==> src/rtl/uart_tx_fifo.sv <==
// Byte FIFO feeding the UART controller's tx handshake: one single-cycle start
// pulse per frame, data held stable until the next launch, retry on a missed start.
module uart_tx_fifo #(
  parameter int DEPTH_LOG2   = 4,
  parameter int BUSY_TIMEOUT = 4
) (
  input  logic                  clk,
  input  logic                  rst,
  input  logic                  mpi_uart_en,
  input  logic                  fifo_clr,
  input  logic                  wr_en,
  input  logic [7:0]            wr_data,
  output logic                  full,
  output logic                  empty,
  output logic [DEPTH_LOG2:0]   fifo_level,
  output logic                  ovf_err,
  output logic                  tx_busy,
  output logic                  usr_start_tx,
  output logic [7:0]            usr_data_tx,
  input  logic                  usr_done_tx
);

  localparam int DEPTH = 1 << DEPTH_LOG2;
  localparam int TMO_W = $clog2(BUSY_TIMEOUT + 1);
  localparam logic [DEPTH_LOG2:0]   LEVEL_FULL = (DEPTH_LOG2 + 1)'(DEPTH);
  localparam logic [DEPTH_LOG2:0]   LEVEL_ONE  = (DEPTH_LOG2 + 1)'(1);
  localparam logic [DEPTH_LOG2-1:0] PTR_ONE    = (DEPTH_LOG2)'(1);
  localparam logic [TMO_W-1:0]      TMO_ONE    = (TMO_W)'(1);
  localparam logic [TMO_W-1:0]      TMO_LIMIT  = (TMO_W)'(BUSY_TIMEOUT);

  typedef enum logic [1:0] {
    S_IDLE,
    S_WAIT_BUSY,
    S_WAIT_DONE
  } state_t;

  logic [7:0]            mem_q [DEPTH];
  logic [DEPTH_LOG2-1:0] wr_ptr_q, wr_ptr_d;
  logic [DEPTH_LOG2-1:0] rd_ptr_q, rd_ptr_d;
  logic [DEPTH_LOG2:0]   level_q, level_d;
  logic                  ovf_q, ovf_d;
  state_t                state_q, state_d;
  logic                  start_q, start_d;
  logic [7:0]            data_q, data_d;
  logic [TMO_W-1:0]      tmo_q, tmo_d;
  logic                  flushed_q, flushed_d;

  logic full_w, empty_w;
  logic push, pop;

  assign full_w  = (level_q == LEVEL_FULL);
  assign empty_w = (level_q == '0);

  // A flush discards any coincident write, so it also suppresses the overflow flag.
  assign push = wr_en & ~full_w & ~fifo_clr;

  // Storage has no reset so it can map onto block RAM; pointers define validity.
  always_ff @(posedge clk) begin
    if (push) begin
      mem_q[wr_ptr_q] <= wr_data;
    end
  end

  always_comb begin
    state_d   = state_q;
    start_d   = 1'b0;
    data_d    = data_q;
    tmo_d     = tmo_q;
    flushed_d = flushed_q;
    pop       = 1'b0;

    // A flush during a frame lets the frame finish but forbids its pop.
    if (fifo_clr && (state_q != S_IDLE)) begin
      flushed_d = 1'b1;
    end

    case (state_q)
      S_IDLE: begin
        if (!empty_w && mpi_uart_en && usr_done_tx && !fifo_clr) begin
          start_d   = 1'b1;
          data_d    = mem_q[rd_ptr_q];
          tmo_d     = '0;
          flushed_d = 1'b0;
          state_d   = S_WAIT_BUSY;
        end
      end
      S_WAIT_BUSY: begin
        if (!usr_done_tx) begin
          state_d = S_WAIT_DONE;
        end else begin
          tmo_d = tmo_q + TMO_ONE;
          if (tmo_d == TMO_LIMIT) begin
            state_d = S_IDLE;
          end
        end
      end
      S_WAIT_DONE: begin
        if (usr_done_tx) begin
          pop     = ~flushed_q & ~fifo_clr;
          state_d = S_IDLE;
        end
      end
      default: begin
        state_d = S_IDLE;
      end
    endcase
  end

  always_comb begin
    wr_ptr_d = wr_ptr_q;
    rd_ptr_d = rd_ptr_q;
    level_d  = level_q;
    ovf_d    = ovf_q;
    if (fifo_clr) begin
      wr_ptr_d = '0;
      rd_ptr_d = '0;
      level_d  = '0;
      ovf_d    = 1'b0;
    end else begin
      if (push) begin
        wr_ptr_d = wr_ptr_q + PTR_ONE;
      end
      if (pop) begin
        rd_ptr_d = rd_ptr_q + PTR_ONE;
      end
      if (push && !pop) begin
        level_d = level_q + LEVEL_ONE;
      end else if (pop && !push) begin
        level_d = level_q - LEVEL_ONE;
      end
      if (wr_en && full_w) begin
        ovf_d = 1'b1;
      end
    end
  end

  always_ff @(posedge clk) begin
    if (rst) begin
      wr_ptr_q  <= '0;
      rd_ptr_q  <= '0;
      level_q   <= '0;
      ovf_q     <= 1'b0;
      state_q   <= S_IDLE;
      start_q   <= 1'b0;
      data_q    <= 8'h00;
      tmo_q     <= '0;
      flushed_q <= 1'b0;
    end else begin
      wr_ptr_q  <= wr_ptr_d;
      rd_ptr_q  <= rd_ptr_d;
      level_q   <= level_d;
      ovf_q     <= ovf_d;
      state_q   <= state_d;
      start_q   <= start_d;
      data_q    <= data_d;
      tmo_q     <= tmo_d;
      flushed_q <= flushed_d;
    end
  end

  assign full         = full_w;
  assign empty        = empty_w;
  assign fifo_level   = level_q;
  assign ovf_err      = ovf_q;
  assign tx_busy      = (state_q != S_IDLE);
  assign usr_start_tx = start_q;
  assign usr_data_tx  = data_q;

endmodule

==> config.mk <==
export PLATFORM = sky130hd
export DESIGN_NAME = uart_tx_fifo
export DESIGN_NICKNAME = d
export VERILOG_FILES = /design/src/rtl/uart_tx_fifo.sv
export SDC_FILE = /design/constraint.sdc
export NUM_CORES = 1
export LEC_CHECK = 0
export ABC_CLOCK_PERIOD_IN_PS = 3100
export CORE_UTILIZATION = 25
export CTS_BUF_LIST = sky130_fd_sc_hd__clkbuf_4
export DETAILED_ROUTE_END_ITERATION = 8
export GPL_ROUTABILITY_DRIVEN = 0
export GPL_TIMING_DRIVEN = 0
export PLACE_DENSITY = 0.39
export RECOVER_POWER = 50
export SLEW_MARGIN = 20
export SYNTH_ARGS = -nofsm -noshare
export SYNTH_HDL_FRONTEND = slang
export SYNTH_SLANG_ARGS = --single-unit
export TNS_END_PERCENT = 5
==> constraint.sdc <==
create_clock -name clk -period 3.1 [get_ports clk]
set_clock_uncertainty 0.2 [all_clocks]
set_input_delay 0.465 -clock clk [delete_from_list [all_inputs] [get_ports clk]]
set_output_delay 0.465 -clock clk [all_outputs]
set_load 0.03 [all_outputs]
* Word-level counts from Yosys, hierarchy flattened
Memories as Yosys holds them, arrays and structs flattened. A register that Yosys moved wholly into a read port is not among the register bits.
Index checks and enable logic that the tools add are counted.
** Word-level totals
- Bits in writable memories :: 128
- Logic and storage cells :: 68
- Bits of input ports :: 14
- Output and inout port bits :: 18
- Memories :: 1
- Register bits after elaboration :: 21
** Memories
- mem_q :: words 16, bits a word 8, read ports 1, clocked after memory_dff 1, write ports 1, line 37 : logic [7:0] mem_q [DEPTH];
** Operators by class
- Add/subtract/negate cells :: 5
- Bitwise gates (word level) :: 7
- Reduce and logical (&&, ||, !) cells :: 21
- Eq/ne operators :: 8
- Mux-type cells :: 18
** Operators by type and width (number)
- 2-to-1 mux 5 bit :: 2
- adder 4 x 1 -> 4 bit, second input constant :: 2
- 2-to-1 mux 1 bit :: 8
- 2-to-1 mux 2 bit :: 4
- logical AND 1 bit :: 7
- 2-to-1 mux 3 bit :: 2
- inequality test 2 bit, second input constant :: 3
- case mux 2 bit (3 select lines) :: 1
- case mux 3 bit (2 select lines) :: 1
- AND reduction 3 bit :: 2
- nonzero test 2 bit :: 3
- adder 5 x 1 -> 5 bit, second input constant :: 1
- equality test 5 bit, second input constant :: 1
- zero test 5 bit :: 1
- subtractor 5 x 1 -> 5 bit, second input constant :: 1
- zero test 1 bit :: 4
- NOT 1 bit :: 4
- OR reduction 2 bit :: 2
- adder 3 x 1 -> 3 bit, second input constant :: 1
- bitwise AND 1 bit :: 3
- equality test 3 bit, second input constant :: 1
- inequality test 3 bit, second input constant :: 1
- equality test 2 x 1 -> 1 bit, second input constant :: 1
- equality test 2 bit, second input constant :: 1
- other kinds (2) :: 2

* Longest topological paths before layout
- Depth in word-level cells :: 8
- Mapped depth :: 12
- Depth with buffers taken out :: 11

* Worst setup path after synthesis
No wires, ideal clock.
- Path type :: register to register
- Start :: register level_q[2] (netlist: fifo_level[2])
- End :: register level_q[4] (netlist: fifo_level[4])
- Buffers on the path :: 0
- Period minus slack after synthesis :: 2.996 ns
- Setup time :: 0.058 ns
- Data required time :: 2.842 ns
- Arrival time :: 2.738 ns
- Path slack :: 0.104 ns
- Stages on the path, launching flop included :: 11
- Cells stage by stage :: dfxtp_1 -> nor4_4 -> a211oi_2 -> ha_1 -> inv_1 -> ha_1 -> nor2b_1 -> o21a_1 -> or4_1 -> a211oi_1 -> a31o_2
** Between the ends
- Longest elaborated chain between the ends :: 7
- Elaborated cells between the ends (all ways) :: 12
- Classes of those cells :: add/sub (2); eq/ne (1); mux (2); bitwise (3); reduce/logical (4)
** Ends and longest elaborated chain
- start: declaration :: line 40 : logic [DEPTH_LOG2:0] level_q, level_d;
- start signal: assignment :: line 151 : level_q <= level_d;
- equality test 5 bit * :: line 51 : assign full_w = (level_q == LEVEL_FULL);
- NOT 1 bit * :: line 55 : assign push = wr_en & ~full_w & ~fifo_clr;
- bitwise AND 1 bit * (2 in series) :: line 55
- via push :: line 49 : logic push, pop;
- zero test 1 bit :: line 128 : end else if (pop && !push) begin
- logical AND 1 bit :: line 128
- nonzero test 2 bit (no source line)
The timed path passes the listed nets; every way through them passes the cells marked *. The select of a mux whose other input is x is not followed.
A chain may end at the register's enable or synchronous reset.

* Worst setup path in the final report
- Start :: input usr_done_tx
- End :: register level_q[4] (netlist: fifo_level[4])
** Between the ends
- Longest elaborated chain between the ends :: 5
- Elaborated cells between the ends (all ways) :: 7
- Classes of those cells :: mux (3); reduce/logical (4)
** Ends and longest elaborated chain
- start: declaration :: line 20 : input logic usr_done_tx
- 2-to-1 mux 1 bit * :: line 98 : if (usr_done_tx) begin
- 2-to-1 mux 1 bit * :: line 77 : case (state_q)
- zero test 1 bit :: line 126 : if (push && !pop) begin
- logical AND 1 bit :: line 126
- 2-to-1 mux 5 bit or nonzero test 2 bit (tied branches)
Mark *: on every way between the ends. The rest lies on a longest branch, timed or not.

==> metrics.md <==
| Metric | Value |
|---|---|
| Synthesized instance count | 369 |
| EDFF count, synth | approximately 130 |
| Netlist Area Pre-Place | 6380 um^2 |
| Final Hold Slack | between 0.15 and 0.2 ns |
| Via/cell ratio | 4.35 |
| Outcome | finished clean |
| CTS HTree Levels | 4 |
| Antenna cells | 0 |
| Total gr overflow | 0 |
| Switching power | 0.889 mW |
| CP top delay family | simple AND/OR/NAND/NOR gates |
| Post-route ant nets | 0 |
| CP Data Arrival Time | around 3.2 ns |
| Top cells by area, synth | edfxtp_1, mux4_2, dfxtp_1 |
| Worst-skew pair later-pin latency | 0.54 ns |
| Clock transition at the registers of the reported paths | between 0.1 and 0.15 ns |
| Internal | ~2.9 mW |
| Highest clock rate | 340 MHz |
| Max-cap viol count | 0 |
| CP cell instances | clkdlybuf4s50_1 -> and2b_1 -> and3_2 -> inv_1 -> ha_1 -> inv_1 -> ha_1 -> nor2b_1 -> o21a_1 -> or4_1 -> a211oi_1 -> a31o_2 |
| Combinational share of power | 4.3% |
| Mapped Nets | 396 |
| Yosys reg bits | 157 |
| Pwr/cell area | 514 nW/um^2 |
| Max_slew headroom | between 20% and 30% |
| # rows | 58 |
| Top cell type's share of synthesized area | 60.3% |
| Clock root buffer | clkbuf_4 |
| Crit-path slowest cell | clkdlybuf4s50_1 |
| Slew Limit Fails | 0 |
| Area Growth Syn to Fin | 16.9% |
| First-pass GRT wire length | 21600 um |
| Netlist cell types | 42 |
| Register area | 4430 um^2 |
| Fin crit period | 2.94 ns |
| Cts hold-fix bufs | 0 |
| Initial antenna violation count | 1 |
| Sw frac | 23.2% |
| Core area | 25100 um^2 |
| Clock share of power | 35.7% |
| Starting density of the core | 25.4% |
| Hold Crit Class | in2reg |
| Fillers | around 2500 |
| Number of global-route vias before repair | 3491 |
| Ys Warns | 0 |
| Tightest Pin Transition | 1.14 ns |
| Iter 0 DRT Violations | 165 |
| CP max stage delay | 0.53 ns |
| Max Root-Sink Buffers | 2 |
| CP Data Required Time | 3.39 ns |
| GRT Util Overall | a little under an eighth |
| Largest net degree at the start of global routing | 17 |
| Area of the multi-input gates | between 1500 and 2000 um^2 |
| DR DRC count | 0 |
| Period utilisation layout | 94.9% |
| # setup viols final | 0 |
| Die Span X | 162 um |
| Share of the yosys chip area belonging to registers | 69.4% |
| Chip height | 162 um |
| Sink Count | 157 |
| DR pass1 iterations | 4 |
| Unrepaired setup endpoints after global routing | no |
| Mean post-synth cell area | 17.3 um^2 |
| Dpl cell area | slightly above 7000 um^2 |
| Static Leak | 2.31 nW |
| Top cells by count, synth | edfxtp_1, mux4_2, nor2_1, dfxtp_1, mux2i_1 |
| CTS tree | yes |
| Buffers on Ports | 31 |
| FFs w/ async S/R, synth | 0% |
| CP Buf/Inv Count | 3 |
| I/O pin cnt | 32 |
| Share of layout cells above drive strength 1 | 20.8% |
| Hold Vio Cnt, Final | 0 |
| Via Count | 3338 |
| DP Wirelength | roughly 9500 um |
| Total power | 3.83 mW |
| CP Capture Type | flip-flop |
| Flop pwr share | 60.1% |
| Most frequent cell after synthesis | edfxtp_1 |
| CP Launch Type | primary input |
| Nets | 451 |
| CP Class | in2reg |
| VDD IR max | 0.232 mV |
| Synth area leader | edfxtp_1 |
| Worst Path Max Fanout | 5 |
| Fin area | 7450 um^2 |
| Routed wire length | 14400 um |
| WL/cell | 18.7 um |
| Commonest register cell after synthesis | edfxtp_1 |
| Die area | 26100 um^2 |
| CTS Buf Count | 17 |
==> power by group through the flow <==
stage,sequential [mW],clock [mW],combinational [mW]
floorplan,2.35,0,0.0767
global placement,2.35,0,0.163
detailed placement,2.35,0,0.168
CTS,2.30,1.41,0.170
global route,2.30,1.49,0.181
finish,2.30,1.37,0.164
==> final cells by class <==
cell class	instances	share of cell area, %
repair buffers	37	4.75
flip-flops and latches	157	59.4
inverters	11	0.554
well taps	330	5.54
clock buffers	18	1.81
multi-input cells	181	24.0
plain buffers	19	1.48
clock inverters	14	2.43
==> tightest hold or removal path, delay by kind of cell <==
| family | cells | cell delay, ns |
|---|---|---|
| AO/OA/AOI/OAI | 1 | 0.16 |
| AND/OR/NAND/NOR | 1 | 0.05 |
| buffers and inverters | 1 | 0.18 |
==> metal layers <==
metal / up-vias / global-route usage [%] / wire length [um]
met3: 9 / 3.29 / 743
met4: 2 / 3.22 / 171
li1: 1541 / - / -
met1: 1722 / 15.4 / 6590
met2: 64 / 18.9 / 6840
met5: - / 0 / 8
==> layout by cell type, fill, tap and decap left out, types with 2 or more instances in the layout <==
cell | netlist | final
dlygate4sd3_1 | 0 | 9
o221ai_1 | 7 | 7
nor3_1 | 8 | 7
buf_6 | 4 | 4
ha_1 | 12 | 12
xnor2_1 | 4 | 4
or3_1 | 2 | 2
buf_4 | 2 | 6
buf_2 | 7 | 4
nand3_1 | 3 | 3
dfxtp_1 | 29 | 26
xor2_1 | 7 | 7
nand2_1 | 11 | 11
clkbuf_4 | 0 | 18
nand2b_1 | 3 | 3
or2_2 | 2 | 2
inv_8 | 0 | 2
nand3b_1 | 8 | 8
inv_1 | 11 | 11
bufinv_16 | 0 | 3
nor2_1 | 31 | 31
mux2i_1 | 18 | 18
edfxtp_1 | 128 | 128
clkinvlp_4 | 0 | 2
mux4_2 | 32 | 32
nor2b_1 | 2 | 2
a21oi_1 | 10 | 10
dfxtp_2 | 0 | 3
clkdlybuf4s50_1 | 0 | 21
o21ai_0 | 3 | 3
clkinv_4 | 0 | 2
clkinv_2 | 0 | 2
nand4_1 | 2 | 3
clkbuf_1 | 6 | 10
inv_6 | 0 | 3
==> kinds of logic after synthesis <==
family,after synthesis,share of synthesized area (%)
AOI/OAI and AO/OA,26,2.88
xor gates and xnor gates,11,1.51
adders and majority gates,13,2.67
buffers and inverters,31,2.55
DFF,157,69.4
muxes,50,14.1
and+or+nand+nor,81,6.87
==> what timing repair did <==
item	CTS	global route
gates cloned	0	0
setup endpoints to repair	1	2
resized for setup	2	4
pin swaps	0	2
setup buffers	0	2
==> state kept, by name, summed over array words and instances (netlist names) <==
signal,flops
mem_q,128
usr_data_tx,8
fifo_level,5
rd_ptr_q,4
wr_ptr_q,4
tmo_q,3
state_q,2
flushed_q,1
ovf_err,1
usr_start_tx,1
==> worst paths after layout <==
check	start	endpoint	slack, ns	cells after the start
setup / recovery	usr_done_tx	fifo_level[4]$_SDFFE_PP0P_	0.16	12
hold / removal	fifo_clr	flushed_q$_SDFF_PP0_	0.15	3
setup reg to reg	fifo_level[3]$_SDFFE_PP0P_	fifo_level[4]$_SDFFE_PP0P_	0.19	10
hold reg to reg	ovf_err$_SDFFE_PP0P_	ovf_err$_SDFFE_PP0P_	0.29	2
==> metrics by stage <==
step | util, % | std cells | setup TNS [ns] | setup slack [ns]
after global routing | 29.7 | 767 | 0 | 0.0298
final | 29.7 | 767 | 0 | 0.158
after detailed placement | 28.5 | 734 | -6.31 | -0.692
after CTS | 29.8 | 765 | 0 | 0.0177
after floorplan | - | 369 | 0 | 0.104
after global placement | 28.3 | 730 | -21.30 | -0.653
No activity file was read; power rests on OpenSTA's default activity.
==> edit (same settings) <==
Change the parameter `DEPTH_LOG2` from 4 to 6.
--- a/src/rtl/uart_tx_fifo.sv
+++ b/src/rtl/uart_tx_fifo.sv
@@ -1,7 +1,7 @@
 // Byte FIFO feeding the UART controller's tx handshake: one single-cycle start
 // pulse per frame, data held stable until the next launch, retry on a missed start.
 module uart_tx_fifo #(
-  parameter int DEPTH_LOG2   = 4,
+  parameter int DEPTH_LOG2   = 6,
   parameter int BUSY_TIMEOUT = 4
 ) (
   input  logic                  clk,
Interface: changed (resized fifo_level); port bits go from 32 to 34. No check against the original RTL was run, so the function may have changed too.
==> edit against the unedited design <==
  * The flow now finishes with violations (max-capacitance violations, max-slew violations, negative setup slack)
  * Global-route usage rose by 3.4 points
  * Design area grew to 3.5 times the old value
  * Worst setup slack lost 340 ps
  * Synthesized area rose to 3.4 times the old value
  * Sequential cell count increased by 390
  * Register-to-register slack got worse by 360 ps
  * Critical path depth down 4
  * Total power increased to 4.0 times the old value
  * Routed wire length grew to 4.5 times the old value
  * Largest cell class unchanged
  * Largest power group unchanged
  * Highest routed layer is now met4
==> edit: results (changes against the unedited design) <==
* Max reg flops at 512 (+300%)
* H-tree Lvls at 4 (unchanged)
* Leakage at 7.91 nW (+240%)
* Yosys warning total at 0 (unchanged)
* Unique cell type count in the Yosys netlist at 56 (+33%)
* Synth top area cells: edfxtp_1 (71%), mux4_2 (10%), dfxtp_1 (3.2%), mux2i_1 (3.2%), nor2_1 (1.8%)
* DR vias/cell at 4.52 (+3.8%)
* Sequential fraction of the synthesis area at 74.5% (+5.1 points)
* DR WL/cell at 24.6 um (+31%)
* Synth cell count leaders: edfxtp_1 (512), nor2_1 (103), mux4_2 (98)
* Critical Path Sink Type: flip-flop
* First-pass detailed-route iteration total at 6 (+2)
* Placed Instance Area at 0.0234 mm2 (+230%)
* Synth Flop Type: edfxtp_1
* Net Sw Power at 0.00343 W (+290%)
* Final setup viols at 223 (+223)
* Worst EP arrival at 3690 ps (+460 ps)
* Reg with most FFs: mem_q
* Initial antenna violation count at 2 (+1)
* Share of cells above drive strength 1 at 32.5% (+12 points)
* Status: complete, but fails checks
* Syn_nets at 1168 (+190%)
* CTS clock-pin slew for the worst setup and hold paths at 60 ps (-70 ps)
* Crit Path Max Fanout at 8 (+3)
* HP Class: in -> reg
* Hpwl dp at 41100 um (+330%)
* Slowest-stage cell, CP: nor2_2
* MaxCap Viol Count at 3 (+3)
* DR vias at 11800 (+250%)
* CTS Buffer Depth at 3 (+1)
* Failing checks: max-capacitance violations, max-slew violations, negative setup slack
* Maximum vdd drop at 295 uV (+28%)
* CP top delay family: simple AND/OR/NAND/NOR gates
* Fillcell total at 8460 (+230%)
* Max-slew violations at 160 (+160)
* Placed insts at 2322 (+220%)
* Setup TNS at -15100 ps (-15100 ps)
* Tot GR Track Use at 15.1% (+3.4 points)
* CP peak stage delay at 740 ps (+210 ps)
* Final Net Count at 1377 (+210%)
* TritonCTS Buffers at 151 (+134)
* Worst-Skew Late Latency at 1000 ps (+460 ps)
* Final setup margin at -186 ps (-344 ps)
* Root Driver: clkbuf_4
* Port bufs at 32 (+3.2%)
* Fraction of registers with async set/reset at 0% (unchanged)
* Initial detailed-routing violation count at 765 (+360%)
* Largest net degree at the start of global routing at 65 (+48)
* Post-synth EDFFs at 512 (+300%)
* First-pass GRT wire length at 91600 um (+320%)
* Worst slew margin at -6.64% (-30 points)
* Starting density of the core at 25.3% (-0.088 points)
* Mapped Cells at 1142 (+210%)
[edit: final timing paths]
kind                               startpoint           end  slack (ps)  cells after the start
worst max-delay path                    wr_en  mem_q[36][5]        -190                      8
worst min-delay path                 fifo_clr     flushed_q         100                      3
worst max register to register  fifo_level[0]  mem_q[36][5]        -170                      6
worst min register to register        ovf_err       ovf_err         260                      2
[edit: cell families (layout without fill, tap and decap cells)]
family                   after synthesis  in the layout  synth area share (%)
XOR/XNOR                              15             15                 0.609
AND/OR/NAND/NOR                      187            187                  3.94
flip-flops                           547            547                  74.5
AO/OA/AOI/OAI                        133            133                  4.62
buffers and inverters                 78            403                  2.04
adder cells (fa/ha/maj)               12             12                 0.731
multiplexers                         170            170                  13.6
other                                  0              7                     0
[edit: power by group through the flow]
| stage | Combinational (W) | Sequential, W | Clock [W] |
|---|---|---|---|
| 2_1_floorplan | 0.000112 | 0.00827 | 0 |
| 3_3_place_gp | 0.000342 | 0.00828 | 0 |
| 3_5_place_dp | 0.000362 | 0.00826 | 0 |
| 4_1_cts | 0.000384 | 0.00810 | 0.00699 |
| 5_1_grt | 0.000398 | 0.00810 | 0.00736 |
| 6_report | 0.000364 | 0.00810 | 0.00677 |
[edit: per-stage QoR]
step / setup slack [ps] / hold WS [ps]
floorplan: 30.3 / 268
global placement: -1350 / 249
detailed placement: -1280 / 255
CTS: -393 / 6.35
global route: -266 / 43.7
finish: -186 / 104
[edit: worst reg2reg max path, cell delays in order, from the launching register on]
cell	delay (ps)
dfxtp_1	480
nor4_4	80
a311oi_2	200
buf_4	200
nor2b_1	310
nand2_1	670
nor2_2	750
[edit: final cells by class]
type,instances,area [um2],area share (%)
clock buffer,228,1710,6.66
timing repair buffer,56,482,1.87
inverter,12,47.5,0.185
multi-input combinational,517,5260,20.4
tap,1144,1430,5.57
buffer,66,417,1.62
antenna,7,17.5,0.0681
sequential,547,16100,62.5
clock inverter,41,277,1.08
[edit: layer usage]
| metal | wire length (um) | GRT usage, % | up-vias |
|---|---|---|---|
| met5 | 0 | 0 | - |
| met4 | 1030 | 4.80 | 0 |
| met1 | 29800 | 20.6 | 6188 |
| li1 | - | - | 5203 |
| met3 | 3490 | 3.96 | 90 |
| met2 | 30100 | 23.4 | 341 |
[edit: what timing repair did]
item,CTS,global route
endpoints found under the hold margin,525,0
endpoints found under the setup margin,525,450
resized for setup,70,18
cloned,0,0
pin swaps,3,1
buffers inserted,8,0
hold buffers,12,0
